===== src/rtl/muldiv_ctrl_pkg.sv =====
// rtl/muldiv_ctrl_pkg.sv - shared types and constants for the RV32M multiply/divide sequencer
package muldiv_ctrl_pkg;

   localparam logic [6:0] OPCODE_FUNCT7_MULDIV = 7'b0000001;

   typedef enum logic [2:0] {
      OP_MUL    = 3'b000,
      OP_MULH   = 3'b001,
      OP_MULHSU = 3'b010,
      OP_MULHU  = 3'b011,
      OP_DIV    = 3'b100,
      OP_DIVU   = 3'b101,
      OP_REM    = 3'b110,
      OP_REMU   = 3'b111
   } muldiv_op_e;

   typedef logic [1:0] muldiv_state_e;

   localparam muldiv_state_e ST_IDLE = 2'd0;
   localparam muldiv_state_e ST_MUL  = 2'd1;
   localparam muldiv_state_e ST_DIV  = 2'd2;
   localparam muldiv_state_e ST_DONE = 2'd3;

endpackage


===== src/rtl/muldiv_step.sv =====
// rtl/muldiv_step.sv - one combinational shift-add (mul) or restoring-divide (div) iteration
module muldiv_step
   import muldiv_ctrl_pkg::*;
#(
   parameter int XLEN = 32
) (
   input  logic                mode_div,
   input  logic [2*XLEN-1:0]   acc,
   input  logic [2*XLEN-1:0]   operand,
   input  logic                in_bit,
   output logic [2*XLEN-1:0]   acc_next,
   output logic                q_bit
);

   logic [XLEN:0]   shifted;
   logic [XLEN+1:0] diff;

   // Divide: the partial remainder lives in acc[XLEN:0]; a borrow out of diff means restore.
   always_comb begin
      shifted  = {acc[XLEN-1:0], in_bit};
      diff     = {1'b0, shifted} - {2'b00, operand[XLEN-1:0]};
      q_bit    = 1'b0;
      acc_next = acc;
      if (mode_div) begin
         q_bit    = ~diff[XLEN+1];
         acc_next = {{(XLEN-1){1'b0}}, (q_bit ? diff[XLEN:0] : shifted)};
      end else begin
         acc_next = acc + (in_bit ? operand : '0);
      end
   end

endmodule


===== src/rtl/muldiv_ctrl.sv =====
// rtl/muldiv_ctrl.sv - RV32M iterative mul/div sequencer; MULDIV_EARLY_OUT_EN enables multiply early exit
module muldiv_ctrl
   import muldiv_ctrl_pkg::*;
#(
   parameter int XLEN = 32
) (
   input  logic              clk,
   input  logic              reset,
   input  logic              flush_i,
   input  logic              start_i,
   output logic              ready_o,
   input  logic [2:0]        op_i,
   input  logic [XLEN-1:0]   rs1_i,
   input  logic [XLEN-1:0]   rs2_i,
   output logic              busy_o,
   output logic              valid_o,
   input  logic              next_ready_i,
   output logic [XLEN-1:0]   result_o
);

   localparam int CW = $clog2(XLEN);
   localparam logic [XLEN-1:0] ALL_ONES = {XLEN{1'b1}};
   localparam logic [XLEN-1:0] INT_MIN  = {1'b1, {(XLEN-1){1'b0}}};

   muldiv_state_e     state;
   muldiv_op_e        op_q;
   logic [2*XLEN-1:0] acc, a_reg, acc_step, prod;
   logic [XLEN-1:0]   b_reg, b_next, mag1, mag2, mul_res, div_raw, div_res;
   logic [CW-1:0]     cnt;
   logic              neg_q, q_bit, mul_last;
   logic              rs1_signed, rs2_signed, neg1, neg2, is_div, is_rem, div0, ovf;

   assign ready_o = (state == ST_IDLE);
   assign busy_o  = (state != ST_IDLE);

   muldiv_step #(.XLEN(XLEN)) u_step (
      .mode_div (state == ST_DIV),
      .acc      (acc),
      .operand  (a_reg),
      .in_bit   ((state == ST_DIV) ? b_reg[XLEN-1] : b_reg[0]),
      .acc_next (acc_step),
      .q_bit    (q_bit)
   );

   always_comb begin
      rs1_signed = (op_i == OP_MUL) || (op_i == OP_MULH) || (op_i == OP_MULHSU) ||
                   (op_i == OP_DIV) || (op_i == OP_REM);
      rs2_signed = (op_i == OP_MUL) || (op_i == OP_MULH) || (op_i == OP_DIV) || (op_i == OP_REM);
      neg1       = rs1_signed & rs1_i[XLEN-1];
      neg2       = rs2_signed & rs2_i[XLEN-1];
      mag1       = neg1 ? -rs1_i : rs1_i;
      mag2       = neg2 ? -rs2_i : rs2_i;
      is_div     = op_i[2];
      is_rem     = op_i[2] & op_i[1];
      div0       = is_div && (rs2_i == '0);
      ovf        = ((op_i == OP_DIV) || (op_i == OP_REM)) && (rs1_i == INT_MIN) && (rs2_i == ALL_ONES);
   end

   // Final-step results: sign fixup and hi/lo selection land in result_o on the edge entering DONE.
   always_comb begin
      b_next  = {b_reg[XLEN-2:0], q_bit};
      prod    = neg_q ? -acc_step : acc_step;
      mul_res = (op_q == OP_MUL) ? prod[XLEN-1:0] : prod[2*XLEN-1:XLEN];
      div_raw = op_q[1] ? acc_step[XLEN-1:0] : b_next;
      div_res = neg_q ? -div_raw : div_raw;
`ifdef MULDIV_EARLY_OUT_EN
      mul_last = (cnt == CW'(XLEN-1)) || (b_reg[XLEN-1:1] == '0);
`else
      mul_last = (cnt == CW'(XLEN-1));
`endif
   end

   always_ff @(posedge clk or posedge reset) begin
      if (reset) begin
         state    <= ST_IDLE;
         op_q     <= OP_MUL;
         acc      <= '0;
         a_reg    <= '0;
         b_reg    <= '0;
         cnt      <= '0;
         neg_q    <= 1'b0;
         valid_o  <= 1'b0;
         result_o <= '0;
      end else if (flush_i) begin
         state   <= ST_IDLE;
         valid_o <= 1'b0;
      end else begin
         case (state)
            ST_IDLE: begin
               if (start_i) begin
                  op_q  <= muldiv_op_e'(op_i);
                  cnt   <= '0;
                  acc   <= '0;
                  a_reg <= {{XLEN{1'b0}}, mag2};
                  b_reg <= mag1;
                  neg_q <= is_rem ? neg1 : (neg1 ^ neg2);
                  if (div0) begin
                     result_o <= is_rem ? rs1_i : ALL_ONES;
                     state    <= ST_DONE;
                  end else if (ovf) begin
                     result_o <= is_rem ? '0 : INT_MIN;
                     state    <= ST_DONE;
                  end else begin
                     state <= is_div ? ST_DIV : ST_MUL;
                  end
               end
            end
            ST_MUL: begin
               acc   <= acc_step;
               a_reg <= a_reg << 1;
               b_reg <= b_reg >> 1;
               cnt   <= cnt + CW'(1);
               if (mul_last) begin
                  result_o <= mul_res;
                  state    <= ST_DONE;
               end
            end
            ST_DIV: begin
               acc   <= acc_step;
               b_reg <= b_next;
               cnt   <= cnt + CW'(1);
               if (cnt == CW'(XLEN-1)) begin
                  result_o <= div_res;
                  state    <= ST_DONE;
               end
            end
            default: begin
               if (valid_o && next_ready_i) begin
                  state   <= ST_IDLE;
                  valid_o <= 1'b0;
               end else begin
                  valid_o <= 1'b1;
               end
            end
         endcase
      end
   end

endmodule


===== config.mk =====
export PLATFORM = sky130hd
export DESIGN_NAME = muldiv_ctrl
export DESIGN_NICKNAME = d
export VERILOG_FILES = /design/src/rtl/muldiv_ctrl_pkg.sv /design/src/rtl/muldiv_step.sv /design/src/rtl/muldiv_ctrl.sv
export SDC_FILE = /design/constraint.sdc
export NUM_CORES = 1
export LEC_CHECK = 0
export CAP_MARGIN = 10
export CORE_MARGIN = 2
export CORE_UTILIZATION = 25
export DETAILED_ROUTE_END_ITERATION = 8
export PLACE_DENSITY_LB_ADDON = 0.3
export SYNTH_ARGS = -nofsm -noshare
export SYNTH_HDL_FRONTEND = slang
export SYNTH_SLANG_ARGS = --single-unit

===== constraint.sdc =====
create_clock -name clk -period 13.5 [get_ports clk]
set_clock_uncertainty 0.15 [all_clocks]
set_input_delay 2.7 -clock clk [delete_from_list [all_inputs] [get_ports clk]]
set_output_delay 2.7 -clock clk [all_outputs]
set_load 0.02 [all_outputs]

==> results of run 1 <==
-- layout make-up --
cell class                      instances  area (sq um)  area share [%]
Multi-Input combinational cell       2569         15820           63.20
Clock inverter                         15         147.6          0.5900
Sequential cell                       204          5107           20.41
Inverter                               75         289.0           1.155
Antenna cell                            1         2.502        0.009999
Timing Repair Buffer                  155          1429           5.710
Clock buffer                           38         789.5           3.155
Tap cell                             1155          1445           5.775
-- layer usage --
metal,routed length (um),share of wire (%),vias up
li1,-,-,11269
met3,6935,7.0,223
met1,41130,42,11648
met5,0,0,-
met2,44490,45,1021
met4,6004,6.1,0
-- cells in the mapped netlist (40+ instances only) --
master and n:
nor2b_1 57, clkbuf_1 152, nand4_1 61, a21oi_1 257
nand3_1 84, ha_1 107, o21ai_0 251, xnor2_1 93
inv_1 73, a221oi_1 44, o31ai_1 68, a31oi_1 42
nand2_1 403, mux2i_1 50, nor4_1 40, xor2_1 60
nor2_1 327, nor3_1 91, dfrtp_1 204
-- per-stage QoR --
step | cell area (sq um) | cells
2_1_floorplan | 21890 | 3040
3_3_place_gp | 24090 | 4158
3_5_place_dp | 24090 | 4158
4_1_cts | 25020 | 4211
5_1_grt | 25020 | 4211
6_report | 25030 | 4212
-- worst max-delay path by stage --
stage               startpoint      endpoint  slack, ns
finish                state[0]  result_o[14]       5.23
global route          state[0]  result_o[14]       4.65
CTS                   state[0]  result_o[14]       5.24
detailed placement    state[0]  result_o[14]       5.23
global placement      state[0]  result_o[14]       5.50
floorplan                reset      a_reg[0]       5.08
-- report_power, final --
part | internal [mW] | total, mW | switching [mW]
clock | 0.449 | 0.782 | 0.332
combinational | 1.25 | 3.90 | 2.65
sequential | 0.783 | 1.07 | 0.288
-- kinds of logic after synthesis --
family,Yosys count,synth area share [%]
flops,204,23.32
xor+xnor,153,6.120
simple gates,1230,26.33
mux,66,3.126
compound gates,1011,29.96
fa+ha+maj,109,6.297
buf+inv,267,4.852
-- critical path, stage by stage, from the launching register on --
cell and delay, ns:
dfrtp_1 0.44, inv_1 0.15, ha_4 0.58, mux2i_4 0.32, buf_4 0.54, inv_1 0.16, ha_1 0.22, ha_1 0.20
fa_1 0.44, a211oi_1 0.39, o211ai_1 0.21, a21oi_1 0.47, o211ai_1 0.28, a31oi_1 0.40, mux2i_1 0.52, nand4_1 0.25
nand4b_1 0.60, or2_2 0.49, nor4b_1 0.32, mux2i_1 0.17, a2111oi_0 0.62, o31ai_1 0.14
==> results.toml, run 1 <==
[run_status]
status = "finished, final reports clean"

[placed_design]
hpwlAfterDp_mm = 75.47
routabilityCongestion = 0.9886
preCtsSetupSlack_ns = 5.234
port_buffers = 106

[setup_path]
crit_path_max_fanout = 64
r2r_start = "state[0]"
criticalPathCategory = "register to register"
cp-end-kind = "register"
reg2reg_to = "result_o[14]"
r2r_cells = 21
startpoint_type = "register"
reg2reg_slack_ns = 5.23
worstPathRequired_ns = 13.82
cp.arrival_ns = 8.59

[timing]
setup_ws_ns = 5.227
finalSetupViolCount = 0
hold_viol = 0
slew_headroom_pct = 14.01
period_share_pct = 61.28
slew_viol_final = 0
final.min_clock_period_ns = 8.273
hold_ws_ns = 0.3279
tns_ns = 0
tightest_slew_ns = 1.290
rsz0062_at_grt = "false"
max_freq_mhz = 120.9

[die]
die_h_um = 299.9
row_count = 108
dieArea_sq_um = 89960
start_util_pct = 25.24
io_pins = 107
die_x_um = 299.9
core_sq_um = 86750

[global_route]
grt_usage_pct = 21.22
grt_busiest_layer = "met2"
grtUsageMet2_pct = 34.25
grt_use_met3_pct = 3.201
antenna_found_initial = 1
grt_pass1_vias = 23009
grt_max_degree = 95
grtUsageMet1_pct = 27.30
grt_pass1_wl_mm = 147.6
grt-ovfl-total = 0

[final_layout]
areaGrowthSynthToFinish_pct = 14.30
nNetsFinal = 3215
layout_common_cells = "402 x nand2_1, 326 x nor2_1, 257 x a21oi_1"
drive_gt1_share_pct = 5.497
fill_cells = 9645
final_core_util_pct = 28.85
final_common_cell = "nand2_1"

[synth]
ys_ff_latch = 204
syn-num-nets = 3221
synth_edf_count = 0
yosys_warnings = 0
synth_area_leader_cell = "dfrtp_1"
netlist.area_leader.share_pct = 23.32
synthesis.area_sq_um = 21890
ys.flop_type = "dfrtp_1"
syn_avg_cell_area_sq_um = 7.202
synthArstFlopShare_pct = 100.0
synth_cell_types = 93
ys_top_cells_by_area = "dfrtp_1 23%, nand2_1 6.9%, ha_1 6.1%"
ys_seq_area_share_pct = 23.32
synthCells = 3040

[clocking]
cts_hold_buf = 0
cts_setup_buffers = 0
clock_path_buffers = 3
cts_resized = 0
htree_levels = 1
path_clk_slew_ns = 0.06
numCtsBuffers = 29
clock_sinks = 204
worstSkewPairLatency_ns = 0.60
tritoncts = "built"
cts_root_buffer = "clkbuf_16"

[power]
p_leak_nw = 10.12
power.density_nw_per_um2 = 230.0
ir_worst_vdd_v = 0.0001863
finalPower_mw = 5.756

[hold_path]
hold_depth = 2
whs_endpoint = "cnt[4]"
hold_path_class = "register to register"
worstHoldStart = "cnt[4]"

[detailed_routing]
wire_per_inst_um = 23.40
viasPerCell = 5.736
firstDrtPassIters = 6
vias = 24161
drt_wl_total_mm = 98.56
ant_nets = 0
route.detailed.drc = 0
drt-initial-drc-count = 2384

[job]
drv_cap = 0
Note: power is estimated with default switching activity, not from simulation.
==> run 2: changes to the inputs <==
==> constraint.sdc (replaced) <==
create_clock -name clk -period 6.83 [get_ports clk]
set_clock_uncertainty 0.15 [all_clocks]
set_input_delay 1.366 -clock clk [delete_from_list [all_inputs] [get_ports clk]]
set_output_delay 1.366 -clock clk [all_outputs]
set_load 0.02 [all_outputs]
==> run 2 against run 1 <==
Compared with the run above:
- sequential power grew 96%
- non-clock buffer count grew 73
- clock-buffer cell count is the same
- combinational power grew 110%
- wire length grew 0.27%
- worst hold slack gained 0.0058 ns
- total power grew 100%
- first-iteration DRC count grew 3.6%
- flip-flop and latch count is the same
- design area grew 2.6%
- register-to-register slack lost 5.1 ns
- setup slack lost 5.1 ns
==> results.toml, run 2 (same netlist as run 1, synthesis figures left out) <==
[placed_design]
hpwlAfterDp_mm = 76.93
preCtsSetupSlack_ns = 0.2018
routabilityCongestion = 1.010
port_buffers = 106

[global_route]
grtUsageMet2_pct = 33.36
grt_busiest_layer = "met2"
grt_pass1_wl_mm = 149.2
grt_pass1_vias = 23219
grtUsageMet1_pct = 28.57
grt-ovfl-total = 0
grt_use_met3_pct = 2.869
antenna_found_initial = 3
grt_usage_pct = 21.33
grt_max_degree = 146

[timing]
setup_ws_ns = 0.1542
slew_viol_final = 0
slew_headroom_pct = 13.24
final.min_clock_period_ns = 6.676
period_share_pct = 97.74
finalSetupViolCount = 0
hold_viol = 0
max_freq_mhz = 149.8
tns_ns = 0
tightest_slew_ns = 1.301
rsz0062_at_grt = "false"

[power]
p_leak_nw = 10.53
p_sw_share_pct = 55.87
comb_power_share_pct = 68.5
power_frac_seq_pct = 17.9
power.share.clock_pct = 13.6
ir_worst_vdd_v = 0.0002964
switchingPower_mw = 6.567
power.density_nw_per_um2 = 457.7
internal_power_mw = 5.186

[detailed_routing]
viasPerCell = 5.719
vias = 24501
firstDrtPassIters = 8
drt-initial-drc-count = 2469
ant_nets = 0
wire_per_inst_um = 23.07
drt_wl_total_mm = 98.83
route.detailed.drc = 0

[die]
io_pins = 107
row_count = 108
die_h_um = 299.9
start_util_pct = 25.24
dieArea_sq_um = 89960
core_sq_um = 86750
die_x_um = 299.9

[setup_path]
criticalPathCategory = "register to register"
cp-end-kind = "register"
crit_chain = "inv_1 > ha_4 > mux2i_4 > inv_1 > ha_1 > ha_1 > fa_1 > a211oi_2 > o211ai_1 > a21oi_1 > o211ai_1 > a31oi_1 > mux2i_1 > nand4_1 > nand4b_1 > buf_4 > or2_2 > nor4b_1 > mux2i_1 > a2111oi_1 > buf_4 > o31ai_1"
cp.arrival_ns = 7.01
worstPathRequired_ns = 7.17
critical-path-max-stage-delay_ns = 0.57
startpoint_type = "register"
cpMaxStageDelayCell = "a2111oi_1"
crit_path_max_fanout = 10

[run_status]
status = "finished, final reports clean"

[clocking]
clock_path_buffers = 3
path_clk_slew_ns = 0.06
cts_root_buffer = "clkbuf_16"
tritoncts = "built"
clock_sinks = 204
htree_levels = 1
worstSkewPairLatency_ns = 0.61
cts_setup_buffers = 0
numCtsBuffers = 28

[hold_path]
hold_path_class = "register to register"

[job]
drv_cap = 0

[final_layout]
areaGrowthSynthToFinish_pct = 17.28
drive_gt1_share_pct = 7.928
nNetsFinal = 3287
final_common_cell = "nand2_1"
layout_common_cells = "402 x nand2_1, 326 x nor2_1, 257 x a21oi_1"
[run 2: changes by cell type in the layout (fill, tap and decap cells not counted), moves of 2 or more]
cell,delta
buf_12,+2
buf_4,+70
clkinv_4,-2
clkbuf_8,+4
clkbuf_1,-3
[run 2: final timing paths]
check	cells after the start	end	slack [ns]	startpoint
setup / recovery	22	result_o[14]	0.15	state[0]
hold / removal	2	cnt[4]	0.33	cnt[4]
setup reg to reg	22	result_o[14]	0.15	state[0]
hold reg to reg	2	cnt[4]	0.33	cnt[4]
max in group asynchronous	3	b_reg[14]	4.08	reset
min in group asynchronous	2	acc[24]	0.98	reset
[run 2: power groups by stage]
stage	sequential (mW)	clock, mW	combinational (mW)
2_1_floorplan	1.89	0	5.14
3_3_place_gp	2.11	0	7.84
3_5_place_dp	2.10	0	7.81
4_1_cts	2.08	1.63	7.85
5_1_grt	2.13	1.68	8.63
6_report	2.10	1.60	8.05
[run 2: through the flow]
stage               hold WS, ns  util [%]  cells  power, mW  cell area, sq um
floorplan                0.2953         -   3040      7.037             21930
global placement         0.3101     28.42   4231      9.943             24660
detailed placement       0.3231     28.42   4231      9.914             24660
CTS                      0.3364     29.57   4283      11.57             25650
global route             0.3643     29.60   4283      12.44             25680
finish                   0.3338     29.60   4284      11.75             25680
[run 2: final cells by class]
class	instances	area [sq um]
antenna	1	2.502
clock buffer	38	808.3
clock inverter	14	182.7
fill	9540	61070
inverter	75	285.3
multi-input combinational	2569	15840
sequential	204	5107
tap	1155	1445
timing repair buffer	228	2006
[run 2: worst max-delay path: cells and delay by family (launching register included)]
family                     cells  cell delay (ns)
AOI/OAI and AO/OA              7             2.21
adders and majority gates      4             1.07
buffers and inverters          4             0.65
DFF                            1             0.44
muxes                          3             0.79
and+or+nand+nor                4             1.23
[run 2: routing by layer]
| layer | part of all wire [%] | vias up |
|---|---|---|
| li1 | - | 11411 |
| met1 | 43 | 11700 |
| met2 | 44 | 1150 |
| met3 | 7.4 | 238 |
| met4 | 6.0 | 2 |
| met5 | 0.011 | - |
[run 2: what timing repair did]
action / in CTS / in global routing
hold buffers: 0 / 0
setup endpoints to repair: 0 / 3
resized for setup: 0 / 6
